**config.mk**
```make
export PLATFORM = sky130hd
export DESIGN_NAME = traffic_phase_seq
export DESIGN_NICKNAME = d
export VERILOG_FILES = /design/src/rtl/traffic_phase_seq_pkg.sv /design/src/rtl/traffic_phase_seq_phase_timer.sv /design/src/rtl/traffic_phase_seq.sv
export SDC_FILE = /design/constraint.sdc
export NUM_CORES = 1
export LEC_CHECK = 0
export CORE_UTILIZATION = 40
export CTS_CLUSTER_DIAMETER = 40
export DETAILED_ROUTE_END_ITERATION = 6
export HOLD_SLACK_MARGIN = 0.02
export PLACE_DENSITY = 0.6
export SKIP_CTS_REPAIR_TIMING = 1
export SLEW_MARGIN = 20
export SYNTH_ARGS = -nofsm -noshare
export SYNTH_HDL_FRONTEND = slang
export SYNTH_SLANG_ARGS = --single-unit
export TNS_END_PERCENT = 20
```
**constraint.sdc**
```tcl
create_clock -name clk -period 5.9 [get_ports clk]
set_clock_uncertainty 0.05 [all_clocks]
set_input_delay 0.59 -clock clk [delete_from_list [all_inputs] [get_ports clk]]
set_output_delay 0.59 -clock clk [all_outputs]
set_load 0.005 [all_outputs]
```
**src/rtl/traffic_phase_seq_pkg.sv**
```systemverilog
`default_nettype none
// ============================================================================
// Module      : traffic_phase_seq_pkg
// Description : Shared encodings for the traffic phase sequencer: phase
//               codes, duration register addresses, buzzer cue codes,
//               left-turn rule codes and the lamp decode helpers.
// Revision    : 1.0 - initial release
// ============================================================================
package traffic_phase_seq_pkg;

    typedef enum logic [3:0] {
        ST_ALL_R = 4'd0,
        ST_NS_G  = 4'd1,
        ST_NS_Y  = 4'd2,
        ST_NS_L  = 4'd3,
        ST_NS_LY = 4'd4,
        ST_EW_G  = 4'd5,
        ST_EW_Y  = 4'd6,
        ST_EW_L  = 4'd7,
        ST_EW_LY = 4'd8
    } phase_e;

    // Duration register addresses on the write port
    localparam logic [1:0] C_ADDR_G  = 2'd0;
    localparam logic [1:0] C_ADDR_Y  = 2'd1;
    localparam logic [1:0] C_ADDR_L  = 2'd2;
    localparam logic [1:0] C_ADDR_AR = 2'd3;

    // Buzzer cue codes
    localparam logic [1:0] C_RING_OFF  = 2'b00;
    localparam logic [1:0] C_RING_SLOW = 2'b01;
    localparam logic [1:0] C_RING_FAST = 2'b10;

    // Left-turn rule codes
    localparam logic [1:0] C_RULES_NONE = 2'b00;
    localparam logic [1:0] C_RULES_NS   = 2'b01;
    localparam logic [1:0] C_RULES_EW   = 2'b10;
    localparam logic [1:0] C_RULES_BOTH = 2'b11;

    typedef struct packed {
        logic ns_g;
        logic ns_y;
        logic ns_r;
        logic ns_l;
        logic ew_g;
        logic ew_y;
        logic ew_r;
        logic ew_l;
    } lamps_t;

    function automatic logic is_green(input phase_e s);
        return (s == ST_NS_G) || (s == ST_EW_G);
    endfunction

    function automatic logic is_yellow(input phase_e s);
        return (s == ST_NS_Y) || (s == ST_NS_LY) || (s == ST_EW_Y) || (s == ST_EW_LY);
    endfunction

    // Red is the safe default; only the active road's lamp leaves it.
    // During a protected left the straight aspect stays red.
    function automatic lamps_t decode_lamps(input phase_e s);
        lamps_t l;
        l      = '0;
        l.ns_r = 1'b1;
        l.ew_r = 1'b1;
        case (s)
            ST_NS_G:            begin l.ns_g = 1'b1; l.ns_r = 1'b0; end
            ST_NS_Y, ST_NS_LY:  begin l.ns_y = 1'b1; l.ns_r = 1'b0; end
            ST_NS_L:            l.ns_l = 1'b1;
            ST_EW_G:            begin l.ew_g = 1'b1; l.ew_r = 1'b0; end
            ST_EW_Y, ST_EW_LY:  begin l.ew_y = 1'b1; l.ew_r = 1'b0; end
            ST_EW_L:            l.ew_l = 1'b1;
            default:            ;
        endcase
        return l;
    endfunction

endpackage
`default_nettype wire

```
**src/rtl/traffic_phase_seq_phase_timer.sv**
```systemverilog
`default_nettype none
// ============================================================================
// Module      : traffic_phase_seq_phase_timer
// Description : Phase countdown. Loads a duration (0 treated as 1),
//               decrements, can be cleared or overwritten, otherwise holds.
// Revision    : 1.0 - initial release
// ============================================================================
module traffic_phase_seq_phase_timer #(
    parameter int CNT_W = 6
) (
    input  logic             clk,
    input  logic             reset,
    input  logic             load,
    input  logic [CNT_W-1:0] load_val,
    input  logic             dec,
    input  logic             clear,
    input  logic             set,
    input  logic [CNT_W-1:0] set_val,
    output logic [CNT_W-1:0] count,
    output logic [CNT_W-1:0] count_nxt,
    output logic             last
);

    logic [CNT_W-1:0] count_q;
    logic [CNT_W-1:0] count_d;

    // Next count: clear beats load beats overwrite beats decrement
    always_comb begin
        count_d = count_q;
        if (clear) begin
            count_d = '0;
        end else if (load) begin
            count_d = (load_val == '0) ? CNT_W'(1) : load_val;
        end else if (set) begin
            count_d = set_val;
        end else if (dec) begin
            count_d = count_q - CNT_W'(1);
        end
    end

    // Countdown register
    always_ff @(posedge clk) begin
        if (!reset) begin
            count_q <= '0;
        end else begin
            count_q <= count_d;
        end
    end

    assign count     = count_q;
    assign count_nxt = count_d;
    assign last      = (count_q <= CNT_W'(1));

endmodule
`default_nettype wire

```
**src/rtl/traffic_phase_seq.sv**
```systemverilog
`default_nettype none
// ============================================================================
// Module      : traffic_phase_seq
// Description : Two-road traffic phase sequencer with programmable
//               durations, optional protected lefts, all-red clearance,
//               graceful park, freeze and buzzer cue.
//               Optional feature macro: PED_REQ_EN (pedestrian shortening
//               of green phases).
// Revision    : 1.0 - initial release
// ============================================================================
module traffic_phase_seq
    import traffic_phase_seq_pkg::*;
#(
    parameter int CNT_W   = 6,
    parameter int DEF_G   = 30,
    parameter int DEF_Y   = 3,
    parameter int DEF_L   = 10,
    parameter int DEF_AR  = 2,
    parameter int WARN_T  = 3,
    parameter int PED_CUT = 5
) (
    input  logic             clk,
    input  logic             reset,
    input  logic             tick,
    input  logic             start,
    input  logic             stop,
    input  logic [1:0]       rules,
    input  logic             wr_en,
    input  logic [1:0]       wr_addr,
    input  logic [CNT_W-1:0] wr_data,
    input  logic             ped_req,
    output logic             ns_g,
    output logic             ns_y,
    output logic             ns_r,
    output logic             ns_l,
    output logic             ew_g,
    output logic             ew_y,
    output logic             ew_r,
    output logic             ew_l,
    output logic [CNT_W-1:0] count,
    output logic [3:0]       phase,
    output logic [1:0]       ring
);

    localparam logic [CNT_W-1:0] C_WARN_T  = CNT_W'(WARN_T);
    localparam logic [CNT_W-1:0] C_PED_CUT = CNT_W'(PED_CUT);

    phase_e                  state_q, state_d;
    logic                    side_q, side_d;     // 0: NS next, 1: EW next
    logic [3:0][CNT_W-1:0]   dur_q, dur_d;
    lamps_t                  lamps_q, lamps_d;
    logic [1:0]              ring_q, ring_d;
    logic [1:0]              left_en;            // bit0 NS, bit1 EW
    logic [1:0]              load_sel;
    logic                    t_load, t_dec, t_clear, t_set, t_last;
    logic [CNT_W-1:0]        count_nxt;
    logic                    ped_hit;

`ifdef PED_REQ_EN
    // A pedestrian request cuts a long green down to the crossing remainder
    assign ped_hit = ped_req && !stop && is_green(state_q) && (count > C_PED_CUT);
`else
    logic unused_ped;
    assign unused_ped = ped_req;
    assign ped_hit    = 1'b0;
`endif

    // Which roads get a protected left after their yellow
    always_comb begin
        left_en = 2'b00;
        case (rules)
            C_RULES_NONE: left_en = 2'b00;
            C_RULES_NS:   left_en = 2'b01;
            C_RULES_EW:   left_en = 2'b10;
            C_RULES_BOTH: left_en = 2'b11;
        endcase
    end

    // Next phase and countdown control; a transition happens on the tick
    // that finds the count at 1 (or 0 when parked)
    always_comb begin
        state_d  = state_q;
        side_d   = side_q;
        t_load   = 1'b0;
        t_dec    = 1'b0;
        t_clear  = 1'b0;
        t_set    = ped_hit;
        load_sel = C_ADDR_G;
        if (!ped_hit && tick && !stop) begin
            if (!t_last) begin
                t_dec = 1'b1;
            end else begin
                t_load = 1'b1;
                unique case (state_q)
                    ST_ALL_R: begin
                        if (start) begin
                            state_d  = side_q ? ST_EW_G : ST_NS_G;
                            side_d   = ~side_q;
                            load_sel = C_ADDR_G;
                        end else begin
                            // Parked: hold all-red with an empty count
                            t_load  = 1'b0;
                            t_clear = 1'b1;
                        end
                    end
                    ST_NS_G:  begin state_d = ST_NS_Y;  load_sel = C_ADDR_Y;  end
                    ST_NS_Y: begin
                        if (left_en[0]) begin state_d = ST_NS_L;  load_sel = C_ADDR_L;  end
                        else            begin state_d = ST_ALL_R; load_sel = C_ADDR_AR; end
                    end
                    ST_NS_L:  begin state_d = ST_NS_LY; load_sel = C_ADDR_Y;  end
                    ST_NS_LY: begin state_d = ST_ALL_R; load_sel = C_ADDR_AR; end
                    ST_EW_G:  begin state_d = ST_EW_Y;  load_sel = C_ADDR_Y;  end
                    ST_EW_Y: begin
                        if (left_en[1]) begin state_d = ST_EW_L;  load_sel = C_ADDR_L;  end
                        else            begin state_d = ST_ALL_R; load_sel = C_ADDR_AR; end
                    end
                    ST_EW_L:  begin state_d = ST_EW_LY; load_sel = C_ADDR_Y;  end
                    ST_EW_LY: begin state_d = ST_ALL_R; load_sel = C_ADDR_AR; end
                    default:  begin state_d = ST_ALL_R; load_sel = C_ADDR_AR; end
                endcase
            end
        end
    end

    // Duration register write port; a same-edge load still sees the old value
    always_comb begin
        dur_d = dur_q;
        if (wr_en) begin
            dur_d[wr_addr] = wr_data;
        end
    end

    // Lamp and buzzer values for the phase being entered
    always_comb begin
        lamps_d = decode_lamps(state_d);
        ring_d  = C_RING_OFF;
        if (is_green(state_d) && (count_nxt <= C_WARN_T)) begin
            ring_d = C_RING_FAST;
        end else if (is_yellow(state_d)) begin
            ring_d = C_RING_SLOW;
        end
    end

    // State, side, duration and output registers
    always_ff @(posedge clk) begin
        if (!reset) begin
            state_q            <= ST_ALL_R;
            side_q             <= 1'b0;
            dur_q[C_ADDR_G]    <= CNT_W'(DEF_G);
            dur_q[C_ADDR_Y]    <= CNT_W'(DEF_Y);
            dur_q[C_ADDR_L]    <= CNT_W'(DEF_L);
            dur_q[C_ADDR_AR]   <= CNT_W'(DEF_AR);
            lamps_q            <= decode_lamps(ST_ALL_R);
            ring_q             <= C_RING_OFF;
        end else begin
            state_q <= state_d;
            side_q  <= side_d;
            dur_q   <= dur_d;
            lamps_q <= lamps_d;
            ring_q  <= ring_d;
        end
    end

    traffic_phase_seq_phase_timer #(
        .CNT_W (CNT_W)
    ) u_timer (
        .clk       (clk),
        .reset     (reset),
        .load      (t_load),
        .load_val  (dur_q[load_sel]),
        .dec       (t_dec),
        .clear     (t_clear),
        .set       (t_set),
        .set_val   (C_PED_CUT),
        .count     (count),
        .count_nxt (count_nxt),
        .last      (t_last)
    );

    assign {ns_g, ns_y, ns_r, ns_l, ew_g, ew_y, ew_r, ew_l} = lamps_q;
    assign phase = state_q;
    assign ring  = ring_q;

endmodule
`default_nettype wire

```
==> metrics.md <==
| Metric | Value |
|---|---|
| Worst hold path class | `flop to flop` |
| Min cycle time layout | `about 3.4 ns` |
| RSZ-0062 raised after global routing | `false` |
| Die Wd | `79.7 um` |
| Post-synth cell types | `66` |
| Post-route cell area | `2900 um2` |
| Arrival @ worst endpoint | `~3.6 ns` |
| CP endpoint kind | `flop` |
| Hold Fails Final Rpt | `0` |
| Buf/Inv on CP | `1` |
| Clock share of power | `25.4%` |
| Max frequency | `between 200 and 300 MHz` |
| Int Power | `0.000488 W` |
| Share of cells above drive strength 1 | `9.27%` |
| Layout Cells excl Fill | `374` |
| WL per Instance | `15.7 um` |
| Sequential area share after synthesis | `37.3%` |
| Crit path kind | `primary input to flop` |
| Sequential share of power | `between 40% and 50%` |
| Grt total ovfl | `0` |
| IO Count | `37` |
| Prevailing post-synth register cell | `dfxtp_1` |
| Fin nets | `between 300 and 400` |
| Synth Cell Area | `around 2400 um2` |
| Maximum VDD drop | `between 150 and 200 uV` |
| Vias in the first global route | `1894` |
| Status | `finished clean` |
| Slowest CP cell | `or4b_1` |
| Iter 0 DRT Violations | `slightly below 100` |
| Pleak | `1.14 nW` |
| Largest net degree at the start of global routing | `25` |
| Routed WL | `between 5 and 6 mm` |
| Die Ht | `79.7 um` |
| Tot Pwr | `0.000710 W` |
| Pwr/cell area | `245 nW/um2` |
| Final WS setup | `2.48 ns` |
| Clock Tree Buf Depth | `2` |
| Tcrit/Tclk final | `between 50% and 60%` |
| All-Layer GR Usage | `approximately a fifth` |
| CTS tree | `done` |
| Sequential Area | `roughly 900 um2` |
| Die area | `~6400 um2` |
| Sum of negative setup slack | `0 ns` |
| Clock slew at reported path FFs | `0.08 ns` |
| Hpwl dp | `4.30 mm` |
| Startpoint types | `primary input` |
| Footprint of the multi-input gates | `about 1400 um2` |
| Dpl cells | `~370` |
| CORE AREA | `5680 um2` |
| Syn Area/Cell | `8.95 um2` |
| Power share of the combinational group | `26.7%` |
| Drc violations | `0` |
| Synth Instances | `270` |
| # rows | `27` |
| First-pass GRT wire length | `just under 10 mm` |
| Vias | `2110` |
| Switching share of total power | `31.2%` |
| Syn_nets | `between 200 and 300` |
| Vias per cell | `5.64` |
| Layout area overhead | `20.1%` |
| Critical Path Fanout Max | `8` |
| Max Cap Violations | `0` |
| Setup violators final | `0` |
| Ys Warns | `0` |
| Measured slew at the worst slew-check pin | `0.772 ns` |
| CTS Buf Count | `5` |
| Crit-path cells | `clkdlybuf4s50_1 > or4b_1 > nor3_2 > mux2i_1 > nand2_1 > or3b_2 > nor4_1` |
| Critical Path RT | `6.06 ns` |
| Ant diodes | `0` |
| Initial Utilization | `42.6%` |
| Placed inst area | `approximately 2800 um2` |
| ANT nets after route | `0` |
| H-tree Lvls | `2` |
| Net load switching power | `0.000222 W` |
| Register bit count reported by yosys | `45` |
| Initial antenna violation count | `0` |
| Final Slew Violations | `0` |
| Pre-antenna DRT Iters | `5` |
| Family with the most delay on the worst path | `simple AND/OR/NAND/NOR gates` |
| Dpl ws | `2.17 ns` |
| GP Congestion | `0.839` |
| Clk_lat worst skew | `0.29 ns` |
| I/O Buffers | `35` |
| Post-synth ARST share | `0%` |
| EDFF count, synth | `0` |
| Layout filler cell count | `approximately 550` |
| Max-slew headroom | `48.5%` |
| CTS Root Cell | `clkbuf_8` |
| CTS sink cnt | `45` |
| Worst stage delay on the critical path | `0.68 ns` |
-- kinds of logic (layout without fill, tap and decap cells) --
| logic type | count (synthesis) | count (layout) | synth area share (%) |
|---|---|---|---|
| AO/OA/AOI/OAI | 49 | 49 | 16.7 |
| XOR/XNOR | 3 | 3 | 1.09 |
| adder cells (fa/ha/maj) | 2 | 2 | 1.04 |
| buffers and inverters | 18 | 50 | 3.21 |
| flip-flops | 45 | 45 | 37.3 |
| multiplexers | 35 | 35 | 14.6 |
| AND/OR/NAND/NOR | 118 | 118 | 26.0 |
-- layer usage --
layer,track usage (%),up-vias,part of all wire (%)
met1,28.6,995,51
met2,29.3,45,44
met3,2.74,11,3.9
met4,8.21,0,1.5
li1,-,1059,-
met5,0,-,0
-- cell type report --
type,count,area share (%)
clock buffer,6,2.50
clock inverter,2,0.345
inverter,5,0.647
multi-input combinational,207,49.8
sequential,45,31.0
tap,72,3.10
timing repair buffer,37,12.6
-- worst paths after layout --
check | start | to | slack (ns) | depth (start not counted)
max | stop | ring[1] | 2.48 | 7
min | dur_q[6] | dur_q[6] | 0.44 | 2
max reg2reg | u_timer.count[3] | ring[1] | 2.79 | 6
min reg2reg | dur_q[6] | dur_q[6] | 0.44 | 2
-- synth_stat cells (all sizes together), types with 2 or more instances --
cell type,instances,area [um2]
clkbuf,8,30.0
xnor2,2,17.5
o22ai,3,18.8
or2,2,12.5
nor3b,3,22.5
a32oi,2,17.5
nor4,6,37.5
dfxtp,45,901
and2,2,12.5
mux2i,32,320
nand2b,4,25.0
a21oi,10,61.3
nand3,7,40.0
inv,5,18.8
a2111oi,5,63.8
nor2,39,146
nor4b,2,32.5
nor3,5,30.0
mux2,3,33.8
buf,5,28.8
ha,2,25.0
o21ai,5,25.0
nand3b,3,22.5
nor2b,4,32.5
o41ai,2,17.5
nand2,27,101
or4,4,33.8
a2111o,2,22.5
or3,2,12.5
a211oi,2,15.0
a221oi,2,23.8
nand4,2,12.5
-- worst register-to-register path, stage by stage, from the launching register on --
cell and delay, ns:
dfxtp_1 0.39, or4b_1 0.74, nor3_2 0.58, mux2i_1 0.42
nand2_1 0.13, or3b_2 0.51, nor4_1 0.21
-- registers in the layout (all words and copies together), names as in the netlist, 2 cells and up --
register / cells
phase: 4
u_timer.count: 6
dur_q: 24
ring: 2
-- metrics by stage --
stage | util, % | hold slack (ns)
floorplan | - | 0.394
global placement | 49.7 | 0.408
detailed placement | 49.7 | 0.421
CTS | 51.1 | 0.445
global route | 51.1 | 0.478
finish | 51.1 | 0.443
-- power by group through the flow --
stage	clock network [W]	logic (W)	registers (W)
global route	0.000202	0.000207	0.000343
global placement	0	0.000189	0.000347
finish	0.000181	0.000190	0.000340
floorplan	0	0.000128	0.000341
CTS	0.000188	0.000189	0.000340
detailed placement	0	0.000188	0.000347
-- placed cells by master, fill, tap and decap left out, drive strengths merged, types with 3 or more instances in the layout --
| master | n |
|---|---|
| a2111oi | 5 |
| a21oi | 10 |
| clkbuf | 6 |
| clkdlybuf4s50 | 35 |
| dfxtp | 45 |
| inv | 5 |
| mux2 | 3 |
| mux2i | 32 |
| nand2 | 27 |
| nand2b | 4 |
| nand3 | 7 |
| nand3b | 3 |
| nor2 | 39 |
| nor2b | 4 |
| nor3 | 5 |
| nor3b | 3 |
| nor4 | 6 |
| o21ai | 5 |
| o22ai | 3 |
| or4 | 4 |
Power figures use the tool's default switching activity.
